### config.mk
export PLATFORM = sky130hd
export DESIGN_NAME = universal_reg_bank
export DESIGN_NICKNAME = d
export VERILOG_FILES = /design/src/rtl/universal_reg_bank.sv
export SDC_FILE = /design/constraint.sdc
export NUM_CORES = 1
export LEC_CHECK = 0
export ABC_CLOCK_PERIOD_IN_PS = 4050
export BUFFER_PORTS_ARGS = -buffer_cell sky130_fd_sc_hd__buf_2
export CELL_PAD_IN_SITES_DETAIL_PLACEMENT = 0
export CELL_PAD_IN_SITES_GLOBAL_PLACEMENT = 1
export CORE_ASPECT_RATIO = 1.1
export CORE_UTILIZATION = 39
export DETAILED_ROUTE_END_ITERATION = 8
export HOLD_SLACK_MARGIN = 0.02
export PLACE_DENSITY = 0.89
export SLEW_MARGIN = 20
export SYNTH_ARGS = -nofsm -noshare
export SYNTH_HDL_FRONTEND = slang
export SYNTH_SLANG_ARGS = --single-unit
### constraint.sdc
create_clock -name CLK -period 4.05 [get_ports CLK]
set_input_delay 0.81 -clock CLK [delete_from_list [all_inputs] [get_ports CLK]]
set_output_delay 0.81 -clock CLK [all_outputs]
set_load 0.02 [all_outputs]
### src/rtl/universal_reg_bank.sv
`default_nettype none
// ============================================================================
//  Module      : universal_reg_bank
//  Description : WIDTH-bit universal register with complementary outputs,
//                synchronous clear/preset, eight per-cycle modes (hold, load,
//                shift right/left, rotate right/left, increment, decrement)
//                and a multi-cycle serial-transmit burst with a
//                Start/Busy/Done handshake.
//  Revision    : 1.0 - initial release
// ----------------------------------------------------------------------------
//  Ports
//    CLK    in   1      clock, all state updates on the rising edge
//    Clr    in   1      synchronous active-high clear (highest priority)
//    Pre    in   1      synchronous active-high preset to PRE_VAL
//    En     in   1      enables the Mode operation (ignored during a burst)
//    Mode   in   3      operation select
//    D      in   WIDTH  parallel data for load and burst start
//    SI     in   1      serial input for shifts and burst fill
//    Start  in   1      request a serial-transmit burst of D
//    Q      out  WIDTH  register contents
//    Q_bar  out  WIDTH  ~Q
//    SO     out  1      serial output, Q[0]
//    TC     out  1      terminal count (combinational)
//    Busy   out  1      burst in progress
//    Done   out  1      one-cycle pulse at burst completion
// ============================================================================
module universal_reg_bank #(
  parameter int               WIDTH   = 8,
  parameter logic [WIDTH-1:0] PRE_VAL = {WIDTH{1'b1}}
) (
  input  logic             CLK,
  input  logic             Clr,
  input  logic             Pre,
  input  logic             En,
  input  logic [2:0]       Mode,
  input  logic [WIDTH-1:0] D,
  input  logic             SI,
  input  logic             Start,
  output logic [WIDTH-1:0] Q,
  output logic [WIDTH-1:0] Q_bar,
  output logic             SO,
  output logic             TC,
  output logic             Busy,
  output logic             Done
);

  // Burst bit counter must reach WIDTH-1; keep at least one bit.
  localparam int               CNT_W    = (WIDTH > 2) ? $clog2(WIDTH) : 1;
  localparam logic [CNT_W-1:0] LAST_BIT = CNT_W'(WIDTH - 1);
  localparam logic [CNT_W-1:0] CNT_ONE  = CNT_W'(1);
  localparam logic [WIDTH-1:0] Q_ONE    = WIDTH'(1);

  // Burst controller states
  localparam logic [0:0] ST_IDLE  = 1'b0;
  localparam logic [0:0] ST_BURST = 1'b1;

  // Mode encodings
  localparam logic [2:0] MODE_HOLD = 3'b000;
  localparam logic [2:0] MODE_LOAD = 3'b001;
  localparam logic [2:0] MODE_SHR  = 3'b010;
  localparam logic [2:0] MODE_SHL  = 3'b011;
  localparam logic [2:0] MODE_ROR  = 3'b100;
  localparam logic [2:0] MODE_ROL  = 3'b101;
  localparam logic [2:0] MODE_INC  = 3'b110;
  localparam logic [2:0] MODE_DEC  = 3'b111;

  logic [0:0]       state;
  logic [0:0]       state_next;
  logic [WIDTH-1:0] q;
  logic [WIDTH-1:0] q_next;
  logic [CNT_W-1:0] cnt;
  logic [CNT_W-1:0] cnt_next;
  logic             done;
  logic             done_next;
  logic [WIDTH-1:0] mode_q;

  // --------------------------------------------------------------------------
  // State register. Clr has absolute priority and also aborts a burst
  // without producing a Done pulse.
  // --------------------------------------------------------------------------
  always_ff @(posedge CLK) begin
    if (Clr) begin
      state <= ST_IDLE;
      q     <= '0;
      cnt   <= '0;
      done  <= 1'b0;
    end else begin
      state <= state_next;
      q     <= q_next;
      cnt   <= cnt_next;
      done  <= done_next;
    end
  end

  // --------------------------------------------------------------------------
  // Result of the selected Mode operation on the current contents.
  // --------------------------------------------------------------------------
  always_comb begin
    mode_q = q;
    case (Mode)
      MODE_HOLD: mode_q = q;
      MODE_LOAD: mode_q = D;
      MODE_SHR:  mode_q = {SI, q[WIDTH-1:1]};
      MODE_SHL:  mode_q = {q[WIDTH-2:0], SI};
      MODE_ROR:  mode_q = {q[0], q[WIDTH-1:1]};
      MODE_ROL:  mode_q = {q[WIDTH-2:0], q[WIDTH-1]};
      MODE_INC:  mode_q = q + Q_ONE;
      MODE_DEC:  mode_q = q - Q_ONE;
      default:   mode_q = q;
    endcase
  end

  // --------------------------------------------------------------------------
  // Next-state logic. Priority below Clr: Pre, active burst, Start, Mode.
  // Done is asserted only on the edge that retires the last burst bit, so it
  // defaults low every cycle.
  // --------------------------------------------------------------------------
  always_comb begin
    state_next = state;
    q_next     = q;
    cnt_next   = cnt;
    done_next  = 1'b0;
    if (Pre) begin
      state_next = ST_IDLE;
      q_next     = PRE_VAL;
      cnt_next   = '0;
    end else begin
      case (state)
        ST_BURST: begin
          // Shift toward SO; En, Mode and Start are ignored here.
          q_next = {SI, q[WIDTH-1:1]};
          if (cnt == LAST_BIT) begin
            state_next = ST_IDLE;
            cnt_next   = '0;
            done_next  = 1'b1;
          end else begin
            cnt_next = cnt + CNT_ONE;
          end
        end
        ST_IDLE: begin
          // Start does not need En; a Start in the Done cycle is accepted
          // because the controller is already idle then.
          if (Start) begin
            state_next = ST_BURST;
            q_next     = D;
            cnt_next   = '0;
          end else if (En) begin
            q_next = mode_q;
          end
        end
        default: begin
          state_next = ST_IDLE;
          cnt_next   = '0;
        end
      endcase
    end
  end

  // --------------------------------------------------------------------------
  // Outputs. Q_bar and SO are pure functions of Q; TC looks only at Mode and
  // Q so it is independent of En and Busy.
  // --------------------------------------------------------------------------
  always_comb begin
    Q     = q;
    Q_bar = ~q;
    SO    = q[0];
    Busy  = (state == ST_BURST);
    Done  = done;
    TC    = ((Mode == MODE_INC) && (q == {WIDTH{1'b1}})) ||
            ((Mode == MODE_DEC) && (q == '0));
  end

endmodule
`default_nettype wire
Word-level counts from Yosys, hierarchy flattened
Cells that the tools add are included.
{"block": "op_classes", "n_addsub": 3, "eq_ne": 12, "muxes": 12, "n_bitwise": 2, "n_reduce_logical": 8}
{"cell": "$pmux 8 s7", "n": 1}
{"cell": "$mux 8", "n": 3}
{"cell": "$pmux 8 s2", "n": 1}
{"cell": "$eq 3x3->1 const B", "n": 5}
{"cell": "$add 8x1->8 const B", "n": 1}
{"cell": "$eq 8x8->1 const B", "n": 1}
{"cell": "$logic_not 8->1", "n": 1}
{"cell": "$ne 4x4->1 const B", "n": 2}
{"cell": "$not 8->8", "n": 1}
{"cell": "$sub 8x1->8 const B", "n": 1}
{"cell": "$eq 3x2->1 const B", "n": 2}
{"cell": "$mux 3", "n": 2}
{"cell": "$pmux 3 s2", "n": 1}
{"cell": "$add 3x1->3 const B", "n": 1}
{"cell": "$eq 3x1->1 const B", "n": 1}
{"cell": "$logic_not 3->1", "n": 1}
{"cell": "$mux 1", "n": 3}
{"cell": "$reduce_or 3->1", "n": 1}
{"cell": "$logic_and 1x1->1", "n": 2}
{"cell": "$ne 2x2->1 const B", "n": 1}
{"cell": "$pmux 1 s2", "n": 1}
{"cell": "$reduce_and 2->1", "n": 1}
{"cell": "$reduce_or 2->1", "n": 1}
{"cell": "$logic_or 1x1->1", "n": 1}
{"cell": "$not 1->1", "n": 1}
{"block": "word_totals", "reg_bits": 13, "in_bits": 17, "out_inout_bits": 20, "wordCells": 41}

Logic depth before layout (Yosys ltp)
Gate-level depths: netlist of run 1.
{"block": "logic_depth", "ltp_word": 6, "depth_mapped": 9, "depth_no_buf": 8}

Least setup slack after synthesis of run 1
Ideal clock, no wire load.
{"block": "synth_path", "path_type": "in2out", "start": "input Mode[0]", "end": "output TC", "arrival_ps": 1987, "t_required_ps": 3240, "path_slack_ps": 1253, "path_stages": 5, "n_path_buf": 1, "path_cell_list": "buf_4 or4b_4 nand4b_1 o41a_1 nor2_1"}
{"block": "synth_via", "elab_chain_len": 3, "elab_cells_between_ends": 5, "classes_between": "eq/ne (2); reduce/logical (3)"}
{"element": "from (decl)", "line_no": "35", "rtl": "input logic [2:0] Mode,"}
{"element": "$eq 3x3->1, on equally long branches", "line_no": "169, 170"}
{"element": "$logic_and 1x1->1, on equally long branches", "line_no": "169, 170"}
{"element": "$logic_or 1x1->1 (*)", "line_no": "169", "rtl": "TC = ((Mode == MODE_INC) && (q == {WIDTH{1'b1}})) ||"}
{"element": "to (decl)", "line_no": "42", "rtl": "output logic TC,"}
Every way passes the cells marked *; elsewhere a longest branch is shown, timed or not.

Worst setup path after layout of run 1
Same ends and word-level chain as after synthesis.

==> flow_metrics.env, run 1 <==
export IMPL_grt_pass1_wl_mm=6.22
export IMPL_diodes=0
export IMPL_syn_area_mm2=0.00129
export IMPL_postCtsResizedCells=0
export IMPL_cpMostUsedCell="buf_2"
export IMPL_worstSkewPairLatency_ns=0.29
export IMPL_instances_no_fill=225
export IMPL_worstPathRequired_ns=3.24
export IMPL_crit_path_max_fanout=19
export IMPL_synth_edf_count=0
export IMPL_first_global_vias=1305
export IMPL_cts_setup_buffers=0
export IMPL_ant_nets=0
export IMPL_track_usage_pct=21.8
export IMPL_cts_max_level=1
export IMPL_synth_nets=185
export IMPL_crit_slowest_cell="or4b_4"
export IMPL_core_area_mm2=0.00310
export IMPL_clk_path_buf_depth=2
export IMPL_root_buffer="clkbuf_4"
export IMPL_min_path_type="reg -> reg"
export IMPL_drt_iter0_drc=66
export IMPL_synth_seq_cells=13
export IMPL_skew_ns=0.00548
export IMPL_area_growth_pct=10.1
export IMPL_yosys_area_top_type="dfxtp_1"
export IMPL_setup_violations=0
export IMPL_drc_errors=4
export IMPL_critical_path_arrival_ns=2.22
export IMPL_start_util_pct=41.7
export IMPL_synth_top_area_share_pct=20.1
export IMPL_hpwl_mm=2.79
export IMPL_ioPinCount=37
export IMPL_hold_depth=2
export IMPL_die_h_um=62.4
export IMPL_syn_inst=165
export IMPL_clkTransAtPathRegs_ns=0.09
export IMPL_ys_top_cells_by_count="nor2_1 (17), inv_1 (14), dfxtp_1 (13)"
export IMPL_slowest_delay_ns=0.53
export IMPL_grt_overflow=0
export IMPL_violations="design-rule violations"
export IMPL_synth_most_common_cell="nor2_1"
export IMPL_rows=21
export IMPL_setup_tns_ns=0
export IMPL_yosys_cell_types_count=50
export IMPL_r2r_cells=7
export IMPL_place_gp_congestion=0.867
export IMPL_routed_wl_mm=3.74
export IMPL_ys_warn_count=0
export IMPL_avgViaCountPerCell=6.22
export IMPL_cap_violations=0
export IMPL_drive_gt1_share_pct=25.7
export IMPL_cts_sinks=13
export IMPL_cts_made_buffers=3
export IMPL_tightest_slew_ns=0.672
export IMPL_vdd_ir_drop_worst_mv=0.198
export IMPL_detailroute_via_count=1399
export IMPL_cts_tree="yes"
export IMPL_yosysSeqAreaShare_pct=20.1
export IMPL_fin_nets=212
export IMPL_port_buffers=36
export IMPL_max_slew_margin_pct=54.8
export IMPL_hold_violations=0
export IMPL_post_route_period_util_pct=74.8
export IMPL_dieArea_mm2=0.00355
export IMPL_routedWlPerCell_um=16.6
export IMPL_status="finished with violations"
export IMPL_grt_antenna_before_repair=0
export IMPL_synth_ff_type="dfxtp_1"
export IMPL_end_kind="output pin"
export IMPL_grt_start_max_net_pins=20
export IMPL_rsz0062_at_grt="no"
export IMPL_synth_avg_cell_area_um2=7.83
export IMPL_drt_pass1_iter_count=6
export IMPL_clock_fmax_mhz=330
export IMPL_cts_hold_buf=0
export IMPL_critPathLaunchType="input pin"
export IMPL_die_w_um=56.9
export IMPL_path_cells="buf_2 > or4b_4 > nand4b_1 > o41a_1 > nor2_1 > buf_2"
export IMPL_powerDensity_mw_per_mm2=286
export IMPL_period_minus_slack_ns=3.03
export IMPL_timing_max_transition_violations_final=0
export IMPL_synthTopCellsByArea="dfxtp_1 (20%), nor2_1 (4.9%), a221oi_1 (4.7%), clkbuf_8 (4.3%), inv_1 (4.1%)"
export IMPL_utilization_pct=45.9
export IMPL_p_leak_uw=0.000598
export IMPL_critPathKind="in -> out"
export IMPL_async_flop_share_pct=0
export IMPL_place_inst=221
-- final timing paths --
kind | endpoint | from | slack (ns)
worst max-delay path | TC | Mode[0] | 1.02
worst min-delay path | cnt[0] | cnt[0] | 0.55
worst max register to register | Q[6] | Q[1] | 1.82
worst min register to register | cnt[0] | cnt[0] | 0.55
-- cell usage in the layout (no fill, tap or decap), drive strengths merged, types with 3 or more instances in the layout --
cell type / Yosys / routed
nor3: 7 / 7
o21ai: 8 / 8
o211ai: 3 / 3
dfxtp: 13 / 13
clkbuf: 7 / 4
inv: 14 / 14
nor2: 17 / 17
o31a: 4 / 4
xnor2: 6 / 6
a211oi: 6 / 6
ha: 3 / 3
a21oi: 7 / 7
a221oi: 7 / 7
nand3: 6 / 6
mux2i: 5 / 5
buf: 7 / 36
nand2: 10 / 10
-- layout make-up --
| cell class | count | area (µm²) |
|---|---|---|
| inverter | 14 | 52.6 |
| multi-input combinational | 124 | 861 |
| fill | 317 | 1680 |
| sequential | 13 | 260 |
| clock buffer | 4 | 26.3 |
| tap | 34 | 42.5 |
| timing repair buffer | 36 | 180 |
-- power breakdown --
group / switching (µW) / internal [µW]
logic: 94.0 / 61.4
clock network: 49.6 / 38.3
registers: 26.4 / 137
-- worst max-delay path, delay by kind of cell --
kind            cells  cell delay (ns)
compound gates      1             0.13
buf+inv             2             0.47
simple gates        3             0.81
-- metal layers --
layer | vias up | wire, µm | GRT usage [%]
li1 | 671 | - | -
met1 | 682 | 1720 | 29.8
met2 | 39 | 1820 | 36.3
met3 | 7 | 150 | 1.86
met4 | 0 | 46 | 6.10
met5 | - | 0 | 0
-- registers in the layout, summed over array words and instances (netlist names) --
name,cells
Q,8
cnt,3
Done,1
Busy,1
-- logic make-up (layout without fill, tap and decap cells) --
group	count (synthesis)	in the layout	synth area share, %
buf+inv	28	54	13.3
fa+ha+maj	4	4	3.68
flops	13	13	20.1
compound gates	52	52	30.8
xor+xnor	6	6	4.07
simple gates	57	57	24.2
mux	5	5	3.87
-- metrics by stage --
stage	hold WS, ns	instance area (µm²)	power, µW	setup slack (ns)
global route	0.578	1420	427	0.945
global placement	0.519	1400	316	1.09
CTS	0.551	1420	401	1.04
detailed placement	0.535	1400	319	1.03
floorplan	0.500	1290	279	1.25
finish	0.551	1420	407	1.02
No activity file was read; power rests on OpenSTA's default activity.
==> run 2: changes to the inputs <==
--- a/config.mk
+++ b/config.mk
@@ -5,15 +5,15 @@
 export SDC_FILE = /design/constraint.sdc
 export NUM_CORES = 1
 export LEC_CHECK = 0
-export ABC_CLOCK_PERIOD_IN_PS = 4050
+export ABC_CLOCK_PERIOD_IN_PS = 3150
 export BUFFER_PORTS_ARGS = -buffer_cell sky130_fd_sc_hd__buf_2
 export CELL_PAD_IN_SITES_DETAIL_PLACEMENT = 0
 export CELL_PAD_IN_SITES_GLOBAL_PLACEMENT = 1
 export CORE_ASPECT_RATIO = 1.1
-export CORE_UTILIZATION = 39
+export CORE_UTILIZATION = 37
 export DETAILED_ROUTE_END_ITERATION = 8
 export HOLD_SLACK_MARGIN = 0.02
-export PLACE_DENSITY = 0.89
+export PLACE_DENSITY = 0.85
 export SLEW_MARGIN = 20
 export SYNTH_ARGS = -nofsm -noshare
 export SYNTH_HDL_FRONTEND = slang
==> constraint.sdc (replaced) <==
create_clock -name CLK -period 3.15 [get_ports CLK]
set_input_delay 0.63 -clock CLK [delete_from_list [all_inputs] [get_ports CLK]]
set_output_delay 0.63 -clock CLK [all_outputs]
set_load 0.02 [all_outputs]
==> run 2 against run 1 <==
Effect of this change:
- total power is 26% higher
- non-clock buffer count rose by 1
- via count decreased by 3.9%
- the run now ends clean
- first-iteration DRC count rose by 7.6%
- final cell count up 6.7%
- highest routed layer unchanged
- sequential cell count stayed put
- sequential share of layout area decreased by 0.32 points
- die area up 5.2%
- utilization decreased by 2.4 points
- critical path depth unchanged
==> flow_metrics.env, run 2 (same netlist as run 1, synthesis figures left out) <==
export IMPL_place_gp_congestion=0.900
export IMPL_cts_sinks=13
export IMPL_drt_pass1_iter_count=4
export IMPL_routed_wl_mm=3.72
export IMPL_area_growth_pct=12.0
export IMPL_hpwl_mm=2.74
export IMPL_avgViaCountPerCell=5.60
export IMPL_crit_path_max_fanout=12
export IMPL_diodes=0
export IMPL_ioPinCount=37
export IMPL_first_global_vias=1237
export IMPL_drive_gt1_share_pct=26.0
export IMPL_grt_pass1_wl_mm=6.12
export IMPL_p_leak_uw=0.000602
export IMPL_grt_start_max_net_pins=18
export IMPL_core_area_mm2=0.00333
export IMPL_tightest_slew_ns=0.699
export IMPL_clkTransAtPathRegs_ns=0.08
export IMPL_dieArea_mm2=0.00373
export IMPL_worstSkewPairLatency_ns=0.27
export IMPL_cts_setup_buffers=0
export IMPL_grt_overflow=0
export IMPL_final_cell_mix="buf_2 (36), nor2_1 (17), inv_1 (14)"
export IMPL_top_usage_layer="met2"
export IMPL_drt_iter0_drc=71
export IMPL_fin_nets=213
export IMPL_setup_violations=0
export IMPL_vdd_ir_drop_worst_mv=0.198
export IMPL_rsz0062_at_grt="no"
export IMPL_postCtsResizedCells=0
export IMPL_cts_tree="yes"
export IMPL_detailroute_via_count=1345
export IMPL_cts_max_level=1
export IMPL_min_path_type="reg -> reg"
export IMPL_routedWlPerCell_um=15.5
export IMPL_max_slew_margin_pct=53.0
export IMPL_cts_made_buffers=3
export IMPL_worstPathRequired_ns=2.52
export IMPL_powerDensity_mw_per_mm2=355
export IMPL_die_w_um=58.4
export IMPL_skew_ns=0.00343
export IMPL_clock_fmax_mhz=396
export IMPL_cap_violations=0
export IMPL_end_kind="output pin"
export IMPL_period_minus_slack_ns=2.52
export IMPL_met2_usage_pct=33.5
export IMPL_utilization_pct=43.5
export IMPL_clk_path_buf_depth=2
export IMPL_drc_errors=0
export IMPL_track_usage_pct=21.1
export IMPL_hold_violations=0
export IMPL_grt_antenna_before_repair=0
export IMPL_fillers=361
export IMPL_critical_path_arrival_ns=1.89
export IMPL_timing_max_transition_violations_final=0
export IMPL_die_h_um=64.0
export IMPL_start_util_pct=38.8
export IMPL_cts_hold_buf=0
export IMPL_setup_tns_ns=0
export IMPL_use_met1_pct=30.0
export IMPL_ant_nets=0
export IMPL_status="finished, final reports clean"
export IMPL_critPathKind="in -> out"
export IMPL_grt_use_met3_pct=2.43
export IMPL_port_buffers=36
export IMPL_post_route_period_util_pct=80.1
export IMPL_layout_commonest_cell="buf_2"
export IMPL_root_buffer="clkbuf_4"
export IMPL_largest_reg_flops=8
export IMPL_rows=22
export IMPL_critPathLaunchType="input pin"
run 2: path summary, 6_finish.rpt:
| check | cells past startpoint | slack (ns) | to | startpoint |
|---|---|---|---|---|
| setup / recovery | 6 | 0.63 | TC | Mode[0] |
| hold / removal | 2 | 0.54 | cnt[1] | cnt[1] |
| setup reg to reg | 7 | 0.91 | Q[2] | Q[1] |
| hold reg to reg | 2 | 0.54 | cnt[1] | cnt[1] |
run 2: layout make-up:
type	count	area [µm²]	share of cell area [%]
Tap cell	48	60.1	4.15
Timing Repair Buffer	37	188	13.0
Sequential cell	13	260	18.0
Inverter	14	52.6	3.63
Multi-Input combinational cell	124	861	59.5
Clock buffer	4	26.3	1.82
run 2: stage by stage:
step                worst slack (ns)  std cells  hold slack [ns]  power, µW  area (µm²)
floorplan                      0.659        165            0.500        359        1290
global placement               0.507        236            0.530        412        1420
detailed placement             0.478        236            0.522        411        1420
CTS                            0.634        240            0.542        517        1450
global route                   0.541        240            0.579        543        1450
finish                         0.627        240            0.542        513        1450
run 2: layer usage:
metal / up-vias / part of all wire (%) / wire length (µm)
met5: - / 0 / 0
met4: 0 / 0.46 / 17
met3: 2 / 4.3 / 161
met2: 42 / 48 / 1790
met1: 623 / 47 / 1760
li1: 678 / - / -
run 2: power breakdown:
| group | total, µW | internal (µW) | leakage, µW | switching [µW] |
|---|---|---|---|---|
| Sequential | 208 | 176 | 0.000108 | 32.0 |
| Combinational | 201 | 79.8 | 0.000480 | 121 |
| Clock | 104 | 49.0 | 0.0000150 | 55.2 |
| Total | 513 | 305 | 0.000602 | 208 |
run 2: worst max-delay path, cell delays in order:
cell and delay [ns]:
buf_2 0.15, buf_4 0.20, nand4b_1 0.25, o41a_1 0.41, nor2_1 0.09, buf_2 0.17
==> run 3: changes to the inputs <==
--- a/config.mk
+++ b/config.mk
@@ -5,15 +5,15 @@
 export SDC_FILE = /design/constraint.sdc
 export NUM_CORES = 1
 export LEC_CHECK = 0
-export ABC_CLOCK_PERIOD_IN_PS = 3150
+export ABC_CLOCK_PERIOD_IN_PS = 2000
 export BUFFER_PORTS_ARGS = -buffer_cell sky130_fd_sc_hd__buf_2
 export CELL_PAD_IN_SITES_DETAIL_PLACEMENT = 0
 export CELL_PAD_IN_SITES_GLOBAL_PLACEMENT = 1
 export CORE_ASPECT_RATIO = 1.1
-export CORE_UTILIZATION = 37
+export CORE_UTILIZATION = 33
 export DETAILED_ROUTE_END_ITERATION = 8
 export HOLD_SLACK_MARGIN = 0.02
-export PLACE_DENSITY = 0.85
+export PLACE_DENSITY = 0.81
 export SLEW_MARGIN = 20
 export SYNTH_ARGS = -nofsm -noshare
 export SYNTH_HDL_FRONTEND = slang
==> constraint.sdc (replaced) <==
create_clock -name CLK -period 2 [get_ports CLK]
set_input_delay 0.4 -clock CLK [delete_from_list [all_inputs] [get_ports CLK]]
set_output_delay 0.4 -clock CLK [all_outputs]
set_load 0.02 [all_outputs]
==> run 3 against run 2 <==
Effect of this change:
- the run now ends with negative setup slack left
- global-route usage up 0.19 points
- hold slack worse by 0.039 ns
- total power up 88%
- sequential power up 44%
- clock skew down 0.0029 ns
- cell area up 18%
- critical path depth down 1
- combinational power up 110%
- final cell count up 10%
- routed wire length up 9.2%
- sequential cell count unchanged
- critical endpoint unchanged
==> flow_metrics.env, run 3 (same netlist as run 1, synthesis figures left out) <==
export IMPL_status="finished with violations"
export IMPL_violations="negative setup slack"
export IMPL_final_area_mm2=0.00171
export IMPL_p_leak_uw=0.000740
export IMPL_layout_commonest_cell="buf_2"
export IMPL_critical_path_arrival_ns=1.65
export IMPL_hold_violations=0
export IMPL_post_route_period_util_pct=102
export IMPL_tightest_slew_ns=0.510
export IMPL_die_w_um=61.7
export IMPL_drt_iter0_drc=101
export IMPL_hold_ws_ns=0.503
export IMPL_start_util_pct=35.1
export IMPL_grt_antenna_before_repair=0
export IMPL_area_growth_pct=32.2
export IMPL_max_slew_margin_pct=65.9
export IMPL_core_area_mm2=0.00368
export IMPL_power_frac_seq_pct=31.1
export IMPL_grt_start_max_net_pins=15
export IMPL_grt_pass1_wl_mm=6.51
export IMPL_drt_pass1_iter_count=4
export IMPL_hpwl_mm=3.06
export IMPL_cts_sinks=13
export IMPL_root_buffer="clkbuf_8"
export IMPL_end_kind="output pin"
export IMPL_drc_errors=0
export IMPL_vdd_ir_drop_worst_mv=0.291
export IMPL_track_usage_pct=21.3
export IMPL_port_buffers=36
export IMPL_clkPwrFrac_pct=25.9
export IMPL_worstPathRequired_ns=1.60
export IMPL_setup_violations=1
export IMPL_place_gp_congestion=0.923
export IMPL_period_minus_slack_ns=2.05
export IMPL_place_ws_ns=-0.175
export IMPL_p_sw_uw=369
export IMPL_worstSkewPairLatency_ns=0.24
export IMPL_powerDensity_mw_per_mm2=564
export IMPL_skew_ns=0.000487
export IMPL_setup_ws_ns=-0.0459
export IMPL_first_global_vias=1339
export IMPL_rsz0062_at_grt="yes"
export IMPL_cts_max_level=1
export IMPL_largest_reg_flops=8
export IMPL_internal_power_uw=595
export IMPL_dieArea_mm2=0.00417
export IMPL_critPathLaunchType="flip-flop"
export IMPL_clkTransAtPathRegs_ns=0.06
export IMPL_critPathKind="reg -> out"
export IMPL_diodes=0
export IMPL_clk_path_buf_depth=2
export IMPL_pwr_share_comb_pct=43.0
export IMPL_routedWlPerCell_um=15.3
export IMPL_final_cell_mix="buf_2 (32), buf_4 (26), nor2_1 (16)"
export IMPL_cap_violations=0
export IMPL_place_area_mm2=0.00161
export IMPL_rows=23
export IMPL_grt_overflow=0
export IMPL_clock_fmax_mhz=489
export IMPL_power_total_uw=964
export IMPL_cts_hold_buf=0
export IMPL_cts_made_buffers=3
export IMPL_fin_nets=236
export IMPL_detailroute_via_count=1432
export IMPL_p_sw_share_pct=38.3
export IMPL_min_path_type="in -> reg"
export IMPL_routed_wl_mm=4.07
export IMPL_cts_tree="yes"
export IMPL_crit_path_max_fanout=4
export IMPL_die_h_um=67.6
export IMPL_drive_gt1_share_pct=38.6
export IMPL_avgViaCountPerCell=5.40
export IMPL_ioPinCount=37
export IMPL_timing_max_transition_violations_final=0
export IMPL_ant_nets=0
run 3: changes by cell type in the layout (fill, tap and decap cells not counted), moves of 2 or more:
cell and delta:
buf_4 +25, buf_2 -4, clkbuf_4 -3, clkbuf_8 +3
dfxtp_1 -2, dfxtp_2 +2
run 3: repair_timing:
item	in CTS	in global routing
setup endpoints to repair	1	4
pin swaps	0	6
setup buffers	2	0
gates resized for setup	4	8
run 3: final cells by class:
| cell class | instances | area [µm²] |
|---|---|---|
| clock buffers | 4 | 45.0 |
| multi-input cells | 124 | 905 |
| flip-flops and latches | 13 | 263 |
| repair buffers | 60 | 382 |
| fillers | 413 | 1970 |
| inverters | 14 | 52.6 |
| well taps | 50 | 62.6 |
run 3: worst max-delay path, cell delays in order (launching register included):
cell and delay (ns):
dfxtp_2 0.34, or4b_4 0.51, nand4b_1 0.18, o41a_1 0.13, nor2_2 0.11, buf_6 0.13
run 3: metrics by stage:
step / utilization [%] / setup TNS [ns] / instances
3_5_place_dp: 43.6 / -0.573 / 259
6_report: 46.4 / -0.0459 / 265
5_1_grt: 46.4 / -0.153 / 265
3_3_place_gp: 43.6 / -0.468 / 259
4_1_cts: 45.6 / -0.0395 / 265
2_1_floorplan: - / -0.0673 / 165
run 3: layer usage:
layer / GRT usage [%] / vias up / wire length, µm
met1: 29.3 / 665 / 1900
met2: 33.9 / 43 / 1940
li1: - / 718 / -
met4: 7.78 / 0 / 76
met5: 0 / - / 0
met3: 2.30 / 6 / 148
run 3: power groups by stage:
stage	Clock [µW]	Sequential (µW)	Combinational [µW]
2_1_floorplan	0	329	245
3_3_place_gp	0	304	399
3_5_place_dp	0	304	398
4_1_cts	255	299	405
5_1_grt	268	303	452
6_report	250	300	414
run 3: final timing paths:
kind / start / end / depth (start not counted) / slack, ns
setup / recovery: Q[3] / TC / 5 / -0.05
hold / removal: Pre / cnt[2] / 2 / 0.50
setup reg to reg: Q[1] / Q[4] / 7 / 0.09
hold reg to reg: cnt[1] / cnt[1] / 2 / 0.52
